## config.mk

```make
export PLATFORM = sky130hd
export DESIGN_NAME = pc060ha_master_if_flat
export DESIGN_NICKNAME = d
export VERILOG_FILES = /design/src/rtl/pc060ha_pkg.sv /design/src/rtl/pc060ha_master_if_if.sv /design/src/rtl/pc060ha_bus_cycle.sv /design/src/rtl/pc060ha_master_if.sv /design/src/flat_wrapper.sv
export SDC_FILE = /design/constraint.sdc
export NUM_CORES = 1
export LEC_CHECK = 0
export CAP_MARGIN = 20
export CORE_AREA = 2 2 119 63
export DETAILED_ROUTE_END_ITERATION = 8
export DIE_AREA = 0 0 121 65
export GPL_TIMING_DRIVEN = 0
export PLACE_DENSITY_LB_ADDON = 0.2
export SLEW_MARGIN = 20
export SYNTH_ARGS = -nofsm -noshare
export SYNTH_HDL_FRONTEND = slang
export SYNTH_SLANG_ARGS = --single-unit
export TNS_END_PERCENT = 50
```

## constraint.sdc

```tcl
create_clock -name MCLK -period 3.7 [get_ports MCLK]
set_clock_uncertainty 0.15 [all_clocks]
set_input_delay 0.555 -clock MCLK [delete_from_list [all_inputs] [get_ports MCLK]]
set_output_delay 0.555 -clock MCLK [all_outputs]
set_load 0.05 [all_outputs]
```

## src/rtl/pc060ha_pkg.sv

```systemverilog
// Shared types and helpers for the PC060HA master-side sequencer.
package pc060ha_pkg;

   typedef enum logic [1:0] {
      OP_WRITE  = 2'b00,
      OP_READ   = 2'b01,
      OP_STATUS = 2'b10,
      OP_CTRL   = 2'b11
   } op_t;

   localparam logic [3:0] IDX_MBOX0 = 4'd0;
   localparam logic [3:0] IDX_MBOX1 = 4'd2;
   localparam logic [3:0] IDX_CTRL  = 4'd4;

   localparam int unsigned CNT_W = 8;

   typedef enum logic [2:0] {
      IDLE,
      SETUP,
      STROBE,
      HOLD,
      GAP
   } phase_t;

   typedef enum logic {
      CMD_IDLE,
      CMD_BUSY
   } cmd_state_t;

   typedef struct packed {
      logic       is_write;
      logic       a0;
      logic [3:0] wdata;
   } access_t;

   // Index of the final access of a command (accesses are numbered from 0).
   function automatic logic [1:0] last_step(op_t op);
      return (op == OP_WRITE || op == OP_READ) ? 2'd2 : 2'd1;
   endfunction

   // Access 0 writes the index; later accesses hit the auto-incrementing data port.
   function automatic access_t access_of(op_t op, logic rsel, logic [7:0] data,
                                         logic [1:0] step);
      access_t acc;
      acc = '0;
      if (step == 2'd0) begin
         acc.is_write = 1'b1;
         acc.a0       = 1'b0;
         if (op == OP_WRITE || op == OP_READ)
            acc.wdata = rsel ? IDX_MBOX1 : IDX_MBOX0;
         else
            acc.wdata = IDX_CTRL;
      end else begin
         acc.a0       = 1'b1;
         acc.is_write = (op == OP_WRITE || op == OP_CTRL);
         if (acc.is_write)
            acc.wdata = (step == 2'd2) ? data[7:4] : data[3:0];
      end
      return acc;
   endfunction

endpackage

```

## src/rtl/pc060ha_master_if_if.sv

```systemverilog
// Command mailbox handshake plus PC060HA master-port pins.
interface pc060ha_master_if_if;
   logic       CMD_VALID;
   logic       CMD_READY;
   logic [1:0] CMD_OP;
   logic       CMD_REG;
   logic [7:0] CMD_DATA;
   logic       RSP_VALID;
   logic [7:0] RSP_DATA;
   logic       nMCS;
   logic       nMRD;
   logic       nMWR;
   logic       MA0;
   logic [3:0] MD_OUT;
   logic       MD_OE;
   logic [3:0] MD_IN;

   modport master (
      input  CMD_VALID, CMD_OP, CMD_REG, CMD_DATA, MD_IN,
      output CMD_READY, RSP_VALID, RSP_DATA, nMCS, nMRD, nMWR, MA0, MD_OUT, MD_OE
   );

   modport slave (
      output CMD_VALID, CMD_OP, CMD_REG, CMD_DATA, MD_IN,
      input  CMD_READY, RSP_VALID, RSP_DATA, nMCS, nMRD, nMWR, MA0, MD_OUT, MD_OE
   );
endinterface

```

## src/rtl/pc060ha_bus_cycle.sv

```systemverilog
// Single-access timing engine: SETUP -> STROBE -> HOLD -> GAP with every pin from a flop.
module pc060ha_bus_cycle
   import pc060ha_pkg::*;
#(
   parameter int unsigned SETUP_CYC  = 1,
   parameter int unsigned STROBE_CYC = 2,
   parameter int unsigned HOLD_CYC   = 1,
   parameter int unsigned GAP_CYC    = 1
) (
   input  logic       clk,
   input  logic       rst,
   input  logic       start,
   input  logic       is_write,
   input  logic       a0,
   input  logic [3:0] wdata,
   input  logic [3:0] md_in,
   output logic       ncs,
   output logic       nrd,
   output logic       nwr,
   output logic       ma0,
   output logic [3:0] md_out,
   output logic       md_oe,
   output logic       done_c,
   output logic [3:0] rdata
);

   localparam logic [CNT_W-1:0] SETUP_LD  = CNT_W'(SETUP_CYC - 1);
   localparam logic [CNT_W-1:0] STROBE_LD = CNT_W'(STROBE_CYC - 1);
   localparam logic [CNT_W-1:0] HOLD_LD   = CNT_W'(HOLD_CYC - 1);
   localparam logic [CNT_W-1:0] GAP_LD    = CNT_W'((GAP_CYC == 0) ? 0 : GAP_CYC - 1);

   phase_t           state_q, state_d;
   logic [CNT_W-1:0] cnt_q, cnt_d;
   logic             wr_q, wr_d;
   logic             ncs_d, nrd_d, nwr_d, ma0_d, oe_d;
   logic [3:0]       md_d, rdata_d;
   logic             load;

   // Phase sequencing and next values of the registered pins.
   always_comb begin
      state_d = state_q;
      cnt_d   = cnt_q;
      wr_d    = wr_q;
      ma0_d   = ma0;
      md_d    = md_out;
      oe_d    = md_oe;
      rdata_d = rdata;
      done_c  = 1'b0;
      load    = 1'b0;

      case (state_q)
         IDLE: load = start;
         SETUP: begin
            if (cnt_q == '0) begin
               state_d = STROBE;
               cnt_d   = STROBE_LD;
            end else begin
               cnt_d = cnt_q - CNT_W'(1);
            end
         end
         STROBE: begin
            if (cnt_q == '0) begin
               state_d = HOLD;
               cnt_d   = HOLD_LD;
               if (!wr_q) rdata_d = md_in;
            end else begin
               cnt_d = cnt_q - CNT_W'(1);
            end
         end
         HOLD: begin
            if (cnt_q == '0) begin
               if (GAP_CYC == 0) begin
                  done_c  = 1'b1;
                  load    = start;
                  state_d = IDLE;
               end else begin
                  state_d = GAP;
                  cnt_d   = GAP_LD;
                  oe_d    = 1'b0;
               end
            end else begin
               cnt_d = cnt_q - CNT_W'(1);
            end
         end
         GAP: begin
            if (cnt_q == '0) begin
               done_c  = 1'b1;
               load    = start;
               state_d = IDLE;
            end else begin
               cnt_d = cnt_q - CNT_W'(1);
            end
         end
         default: state_d = IDLE;
      endcase

      // MA0 only changes here, entering SETUP with nMCS high.
      if (load) begin
         state_d = SETUP;
         cnt_d   = SETUP_LD;
         wr_d    = is_write;
         ma0_d   = a0;
         md_d    = wdata;
         oe_d    = is_write;
      end else if (state_d == IDLE) begin
         oe_d = 1'b0;
      end

      ncs_d = (state_d != STROBE);
      nwr_d = !(state_d == STROBE && wr_d);
      nrd_d = !(state_d == STROBE && !wr_d);
   end

   always_ff @(posedge clk) begin
      if (rst) begin
         state_q <= IDLE;
         cnt_q   <= '0;
         wr_q    <= 1'b0;
         ncs     <= 1'b1;
         nrd     <= 1'b1;
         nwr     <= 1'b1;
         ma0     <= 1'b0;
         md_out  <= '0;
         md_oe   <= 1'b0;
         rdata   <= '0;
      end else begin
         state_q <= state_d;
         cnt_q   <= cnt_d;
         wr_q    <= wr_d;
         ncs     <= ncs_d;
         nrd     <= nrd_d;
         nwr     <= nwr_d;
         ma0     <= ma0_d;
         md_out  <= md_d;
         md_oe   <= oe_d;
         rdata   <= rdata_d;
      end
   end

endmodule

```

## src/rtl/pc060ha_master_if.sv

```systemverilog
// Byte-level mailbox command sequencer for the PC060HA nibble-wide master port.
module pc060ha_master_if
   import pc060ha_pkg::*;
#(
   parameter int unsigned SETUP_CYC  = 1,
   parameter int unsigned STROBE_CYC = 2,
   parameter int unsigned HOLD_CYC   = 1,
   parameter int unsigned GAP_CYC    = 1
) (
   input logic                 MCLK,
   input logic                 RESET,
   pc060ha_master_if_if.master bus
);

   cmd_state_t state_q, state_d;
   op_t        op_q, op_d;
   logic       reg_q, reg_d;
   logic [7:0] data_q, data_d;
   logic [1:0] step_q, step_d;
   logic [3:0] lo_q, lo_d;
   logic       ready_q, ready_d;
   logic       rsp_valid_q, rsp_valid_d;
   logic [7:0] rsp_data_q, rsp_data_d;

   logic       start_c;
   logic       done_c;
   access_t    acc_c;
   logic [3:0] rdata;

   logic       bc_ncs, bc_nrd, bc_nwr, bc_ma0, bc_oe;
   logic [3:0] bc_md;

   // Command acceptance, step advance and response assembly.
   always_comb begin
      state_d     = state_q;
      op_d        = op_q;
      reg_d       = reg_q;
      data_d      = data_q;
      step_d      = step_q;
      lo_d        = lo_q;
      rsp_valid_d = 1'b0;
      rsp_data_d  = rsp_data_q;
      start_c     = 1'b0;
      acc_c       = access_of(op_q, reg_q, data_q, step_q + 2'd1);

      case (state_q)
         CMD_IDLE: begin
            if (ready_q && bus.CMD_VALID) begin
               state_d = CMD_BUSY;
               op_d    = op_t'(bus.CMD_OP);
               reg_d   = bus.CMD_REG;
               data_d  = bus.CMD_DATA;
               step_d  = 2'd0;
               start_c = 1'b1;
               acc_c   = access_of(op_t'(bus.CMD_OP), bus.CMD_REG, bus.CMD_DATA, 2'd0);
            end
         end
         CMD_BUSY: begin
            if (done_c) begin
               if (step_q == last_step(op_q)) begin
                  state_d = CMD_IDLE;
                  if (op_q == OP_READ) begin
                     rsp_valid_d = 1'b1;
                     rsp_data_d  = {rdata, lo_q};
                  end else if (op_q == OP_STATUS) begin
                     rsp_valid_d = 1'b1;
                     rsp_data_d  = {4'h0, rdata};
                  end
               end else begin
                  step_d  = step_q + 2'd1;
                  start_c = 1'b1;
                  if (op_q == OP_READ && step_q == 2'd1) lo_d = rdata;
               end
            end
         end
         default: state_d = CMD_IDLE;
      endcase

      ready_d = (state_d == CMD_IDLE);
   end

   always_ff @(posedge MCLK) begin
      if (RESET) begin
         state_q     <= CMD_IDLE;
         op_q        <= OP_WRITE;
         reg_q       <= 1'b0;
         data_q      <= '0;
         step_q      <= '0;
         lo_q        <= '0;
         ready_q     <= 1'b0;
         rsp_valid_q <= 1'b0;
         rsp_data_q  <= '0;
      end else begin
         state_q     <= state_d;
         op_q        <= op_d;
         reg_q       <= reg_d;
         data_q      <= data_d;
         step_q      <= step_d;
         lo_q        <= lo_d;
         ready_q     <= ready_d;
         rsp_valid_q <= rsp_valid_d;
         rsp_data_q  <= rsp_data_d;
      end
   end

   pc060ha_bus_cycle #(
      .SETUP_CYC (SETUP_CYC),
      .STROBE_CYC(STROBE_CYC),
      .HOLD_CYC  (HOLD_CYC),
      .GAP_CYC   (GAP_CYC)
   ) u_bus_cycle (
      .clk     (MCLK),
      .rst     (RESET),
      .start   (start_c),
      .is_write(acc_c.is_write),
      .a0      (acc_c.a0),
      .wdata   (acc_c.wdata),
      .md_in   (bus.MD_IN),
      .ncs     (bc_ncs),
      .nrd     (bc_nrd),
      .nwr     (bc_nwr),
      .ma0     (bc_ma0),
      .md_out  (bc_md),
      .md_oe   (bc_oe),
      .done_c  (done_c),
      .rdata   (rdata)
   );

   assign bus.CMD_READY = ready_q;
   assign bus.RSP_VALID = rsp_valid_q;
   assign bus.RSP_DATA  = rsp_data_q;
   assign bus.nMCS      = bc_ncs;
   assign bus.nMRD      = bc_nrd;
   assign bus.nMWR      = bc_nwr;
   assign bus.MA0       = bc_ma0;
   assign bus.MD_OUT    = bc_md;
   assign bus.MD_OE     = bc_oe;

endmodule

```

## src/flat_wrapper.sv

```systemverilog
// flat-port wrapper written by rule: the top's interface ports become plain ports
module pc060ha_master_if_flat import pc060ha_pkg::*;
#(
   parameter int unsigned SETUP_CYC  = 1,
   parameter int unsigned STROBE_CYC = 2,
   parameter int unsigned HOLD_CYC   = 1,
   parameter int unsigned GAP_CYC    = 1
)
  (MCLK, RESET, bus_CMD_VALID, bus_CMD_OP, bus_CMD_REG, bus_CMD_DATA, bus_MD_IN, bus_CMD_READY, bus_RSP_VALID, bus_RSP_DATA, bus_nMCS, bus_nMRD, bus_nMWR, bus_MA0, bus_MD_OUT, bus_MD_OE);
  pc060ha_master_if_if bus_i ();
  input logic MCLK;
  input logic RESET;
  input wire logic [$bits(bus_i.CMD_VALID)-1:0] bus_CMD_VALID;
  input wire logic [$bits(bus_i.CMD_OP)-1:0] bus_CMD_OP;
  input wire logic [$bits(bus_i.CMD_REG)-1:0] bus_CMD_REG;
  input wire logic [$bits(bus_i.CMD_DATA)-1:0] bus_CMD_DATA;
  input wire logic [$bits(bus_i.MD_IN)-1:0] bus_MD_IN;
  output wire logic [$bits(bus_i.CMD_READY)-1:0] bus_CMD_READY;
  output wire logic [$bits(bus_i.RSP_VALID)-1:0] bus_RSP_VALID;
  output wire logic [$bits(bus_i.RSP_DATA)-1:0] bus_RSP_DATA;
  output wire logic [$bits(bus_i.nMCS)-1:0] bus_nMCS;
  output wire logic [$bits(bus_i.nMRD)-1:0] bus_nMRD;
  output wire logic [$bits(bus_i.nMWR)-1:0] bus_nMWR;
  output wire logic [$bits(bus_i.MA0)-1:0] bus_MA0;
  output wire logic [$bits(bus_i.MD_OUT)-1:0] bus_MD_OUT;
  output wire logic [$bits(bus_i.MD_OE)-1:0] bus_MD_OE;
  assign bus_i.CMD_VALID = bus_CMD_VALID;
  assign bus_i.CMD_OP = bus_CMD_OP;
  assign bus_i.CMD_REG = bus_CMD_REG;
  assign bus_i.CMD_DATA = bus_CMD_DATA;
  assign bus_i.MD_IN = bus_MD_IN;
  assign bus_CMD_READY = bus_i.CMD_READY;
  assign bus_RSP_VALID = bus_i.RSP_VALID;
  assign bus_RSP_DATA = bus_i.RSP_DATA;
  assign bus_nMCS = bus_i.nMCS;
  assign bus_nMRD = bus_i.nMRD;
  assign bus_nMWR = bus_i.nMWR;
  assign bus_MA0 = bus_i.MA0;
  assign bus_MD_OUT = bus_i.MD_OUT;
  assign bus_MD_OE = bus_i.MD_OE;
  pc060ha_master_if #(.SETUP_CYC(SETUP_CYC), .STROBE_CYC(STROBE_CYC), .HOLD_CYC(HOLD_CYC), .GAP_CYC(GAP_CYC)) u_core (.MCLK(MCLK), .RESET(RESET), .bus(bus_i));
endmodule
```

==> reports/summary.txt <==
Status = finished, final reports clean
DIE AREA = 7865 um2
Worst path cell trace = inv_1, ha_1, nor3b_1, nand2_1, a221oi_2, mux2i_1
Clk sinks = 53
Mean Syn Cell Area = 8.565 um2
Crit path buffers/inverters = 1
Worst-path clk slew = 60 ps
Post-route insts no fill = 456
Max clock buf depth = 2
WP data required = 3770 ps
DR WL/cell = 15.23 um
Total wire length = 6944 um
Cell Area, Synth = 2715 um2
Hold Path Class = flip-flop to flip-flop
DRC = 0
RSZ-0062 raised after global routing = false
CTS buffer count = 5
Crit Path Class = flip-flop to flip-flop
CP Capture Type = flip-flop
Post-DRT Antenna Nets = 0
Worst Reg-to-Reg Cells = 6
CP max stage cell = nor3b_1
Yosys warns = 0
Vias in the first global route = 2306
Post-Synth XOR/XNOR Area = 0.3226%
Hold path depth = 2
Post-Synthesis Cells = 317
Synth Flop Type = dfxtp_1
Overflow after GRT = 0
Gr usage total = 18.97%
CP startpoint kind = flip-flop
First-pass GRT wire length = 11620 um
Number of flops mapped to enable cells by yosys = 0
Post-Syn Nets = 342
Port bufs = 36
Seq/Total Area, Yosys = 39.08%
CTS H-tree depth = 2
Least-Margin Pin Slew = 1037 ps
Area growth from synthesis to layout = 22.95%
Fin. Hold Viols = 0
Fin Hold WS = 306.0 ps
Multiplexer area fraction after synthesis = 8.618%
# diodes = 0
First-pass DRT Iterations = 4
Max Clk Rate = 303.1 MHz
Tmin final = 3299 ps
R2R Setup Slk = 400 ps
Placed cells = 449
#FFs+latches synth = 53
Number of library cell types mapped by synthesis = 54
Setup_tns = 0 ps
Worst path max stage delay = 860 ps
Fraction of layout cells with a size suffix above 1 = 5.278%
Die W = 121 um
Final nets = 385
CP Max Fanout = 10
CP top delay family = simple AND/OR/NAND/NOR gates
Initial DRC count = 158
Vias post-DR = 2450
Routability cong. = 0.8327
DP Wirelength = 5136 um
Most frequent cells in the layout = 53 x dfxtp_1, 36 x nand2_1, 36 x clkdlybuf4s50_1
P_leak = 1.125 nW
Number of setup buffers added after CTS = 0
Post-route setup slack = 401.1 ps
Post-synthesis simple-gate area fraction = 25.81%
Async set-or-reset flop fraction in the synthesized netlist = 0%
Clk_lat worst skew = 290 ps
Final Max Slew Viols = 0
Root Buffer = clkbuf_16
Largest net degree at the start of global routing = 15
Post-CTS Resized = 0
TritonCTS clock tree = built
CP arrival = 3370 ps
Slew HR = 30.72%
Ports = 37
Stages on worst setup path = 6
Rows = 22
Main combinational cell family by area after synthesis = simple AND/OR/NAND/NOR gates
Die height = 65 um
PD cells = 645.3 nW/um2
Starting Density = 38.99%
Max_cap viols = 0
Tcrit/Tclk final = 89.16%
Initial antenna violation count = 0
Core ar. = 6964 um2
Placement Setup Slack = 474.9 ps
Post-synthesis adder-cell area fraction = 3.226%
Most common cell after layout, fill and taps aside = dfxtp_1
Via-to-Cell Ratio = 5.373
Synth Area in Compound Gates = 17.37%
Worst VDD drop = 227.7 uV
Final setup viols = 0
Hold-fix buffers, CTS = 0
[state kept, by name (all words and copies together), names as in the netlist]
register and cells:
u_core.bus.RSP_DATA 8, u_core.data_q 8, u_core.u_bus_cycle.cnt_q 8, u_core.lo_q 4
u_core.u_bus_cycle.md_out 4, u_core.u_bus_cycle.rdata 4, u_core.u_bus_cycle.state_q 3, u_core.op_q 2
u_core.step_q 2, u_core.bus.CMD_READY 1, u_core.bus.RSP_VALID 1, u_core.reg_q 1
u_core.state_q 1, u_core.u_bus_cycle.ma0 1, u_core.u_bus_cycle.md_oe 1, u_core.u_bus_cycle.ncs 1
u_core.u_bus_cycle.nrd 1, u_core.u_bus_cycle.nwr 1, u_core.u_bus_cycle.wr_q 1
[cell usage after synthesis (all sizes together) (8+ instances only)]
library cell | count | share of area (%)
a21oi | 32 | 5.9
clkbuf | 19 | 2.6
dfxtp | 53 | 39
inv | 8 | 1.1
mux2i | 20 | 7.4
nand2 | 36 | 5.0
nand2b | 15 | 3.5
nor2 | 17 | 2.4
nor3 | 10 | 2.0
o31ai | 10 | 2.8
or3 | 8 | 2.0
or4 | 11 | 3.2
[kinds of logic after synthesis]
family	Yosys count
adder cells (fa/ha/maj)	7
multiplexers	23
AO/OA/AOI/OAI	72
buffers and inverters	34
flip-flops	53
AND/OR/NAND/NOR	127
XOR/XNOR	1
[stage by stage]
step           total power [W]  cell area [um2]  utilization, %
6_report              0.002154             3338           47.93
5_1_grt               0.002305             3338           47.93
4_1_cts               0.002152             3338           47.93
3_5_place_dp          0.001684             3196           45.89
3_3_place_gp          0.001678             3196           45.89
2_1_floorplan         0.001430             2715               -
[final cells by class]
class,count,area (um2)
Buffer,26,121.4
Clock buffer,7,142.6
Fill cell,673,3626
Inverter,8,30.03
Multi-Input combinational cell,230,1503
Sequential cell,53,1061
Tap cell,96,120.1
Timing Repair Buffer,36,360.3
[worst register-to-register path, delay by kind of cell (launching register included)]
family / cells / cell delay [ps]
AOI/OAI and AO/OA: 1 / 830
adders and majority gates: 1 / 230
buffers and inverters: 1 / 130
DFF: 1 / 350
muxes: 1 / 250
and+or+nand+nor: 2 / 1280
[power by group]
| group | leakage [nW] | internal (W) | switching, W |
|---|---|---|---|
| clock network | 0.0700 | 0.000266 | 0.000201 |
| registers | 0.430 | 0.000646 | 0.0000671 |
| logic | 0.626 | 0.000372 | 0.000601 |
| total | 1.13 | 0.00128 | 0.000870 |
[final timing paths]
path	from	to
worst min register to register	u_core.data_q[2]	u_core.data_q[2]
worst min-delay path	u_core.data_q[2]	u_core.data_q[2]
worst max register to register	u_core.u_bus_cycle.cnt_q[0]	u_core.u_bus_cycle.md_out[2]
worst max-delay path	u_core.u_bus_cycle.cnt_q[0]	u_core.u_bus_cycle.md_out[2]
[per-layer routing]
| metal | share of wire (%) | vias to the layer above | wire, um | GRT usage, % |
|---|---|---|---|---|
| met5 | 0 | - | 0 | 0 |
| met4 | 0.66 | 0 | 46 | 4.215 |
| met3 | 6.9 | 5 | 480 | 5.106 |
| met2 | 39 | 67 | 2733 | 26.05 |
| met1 | 53 | 1147 | 3684 | 28.87 |
| li1 | - | 1231 | - | - |
Note: power is estimated with default switching activity, not from simulation.
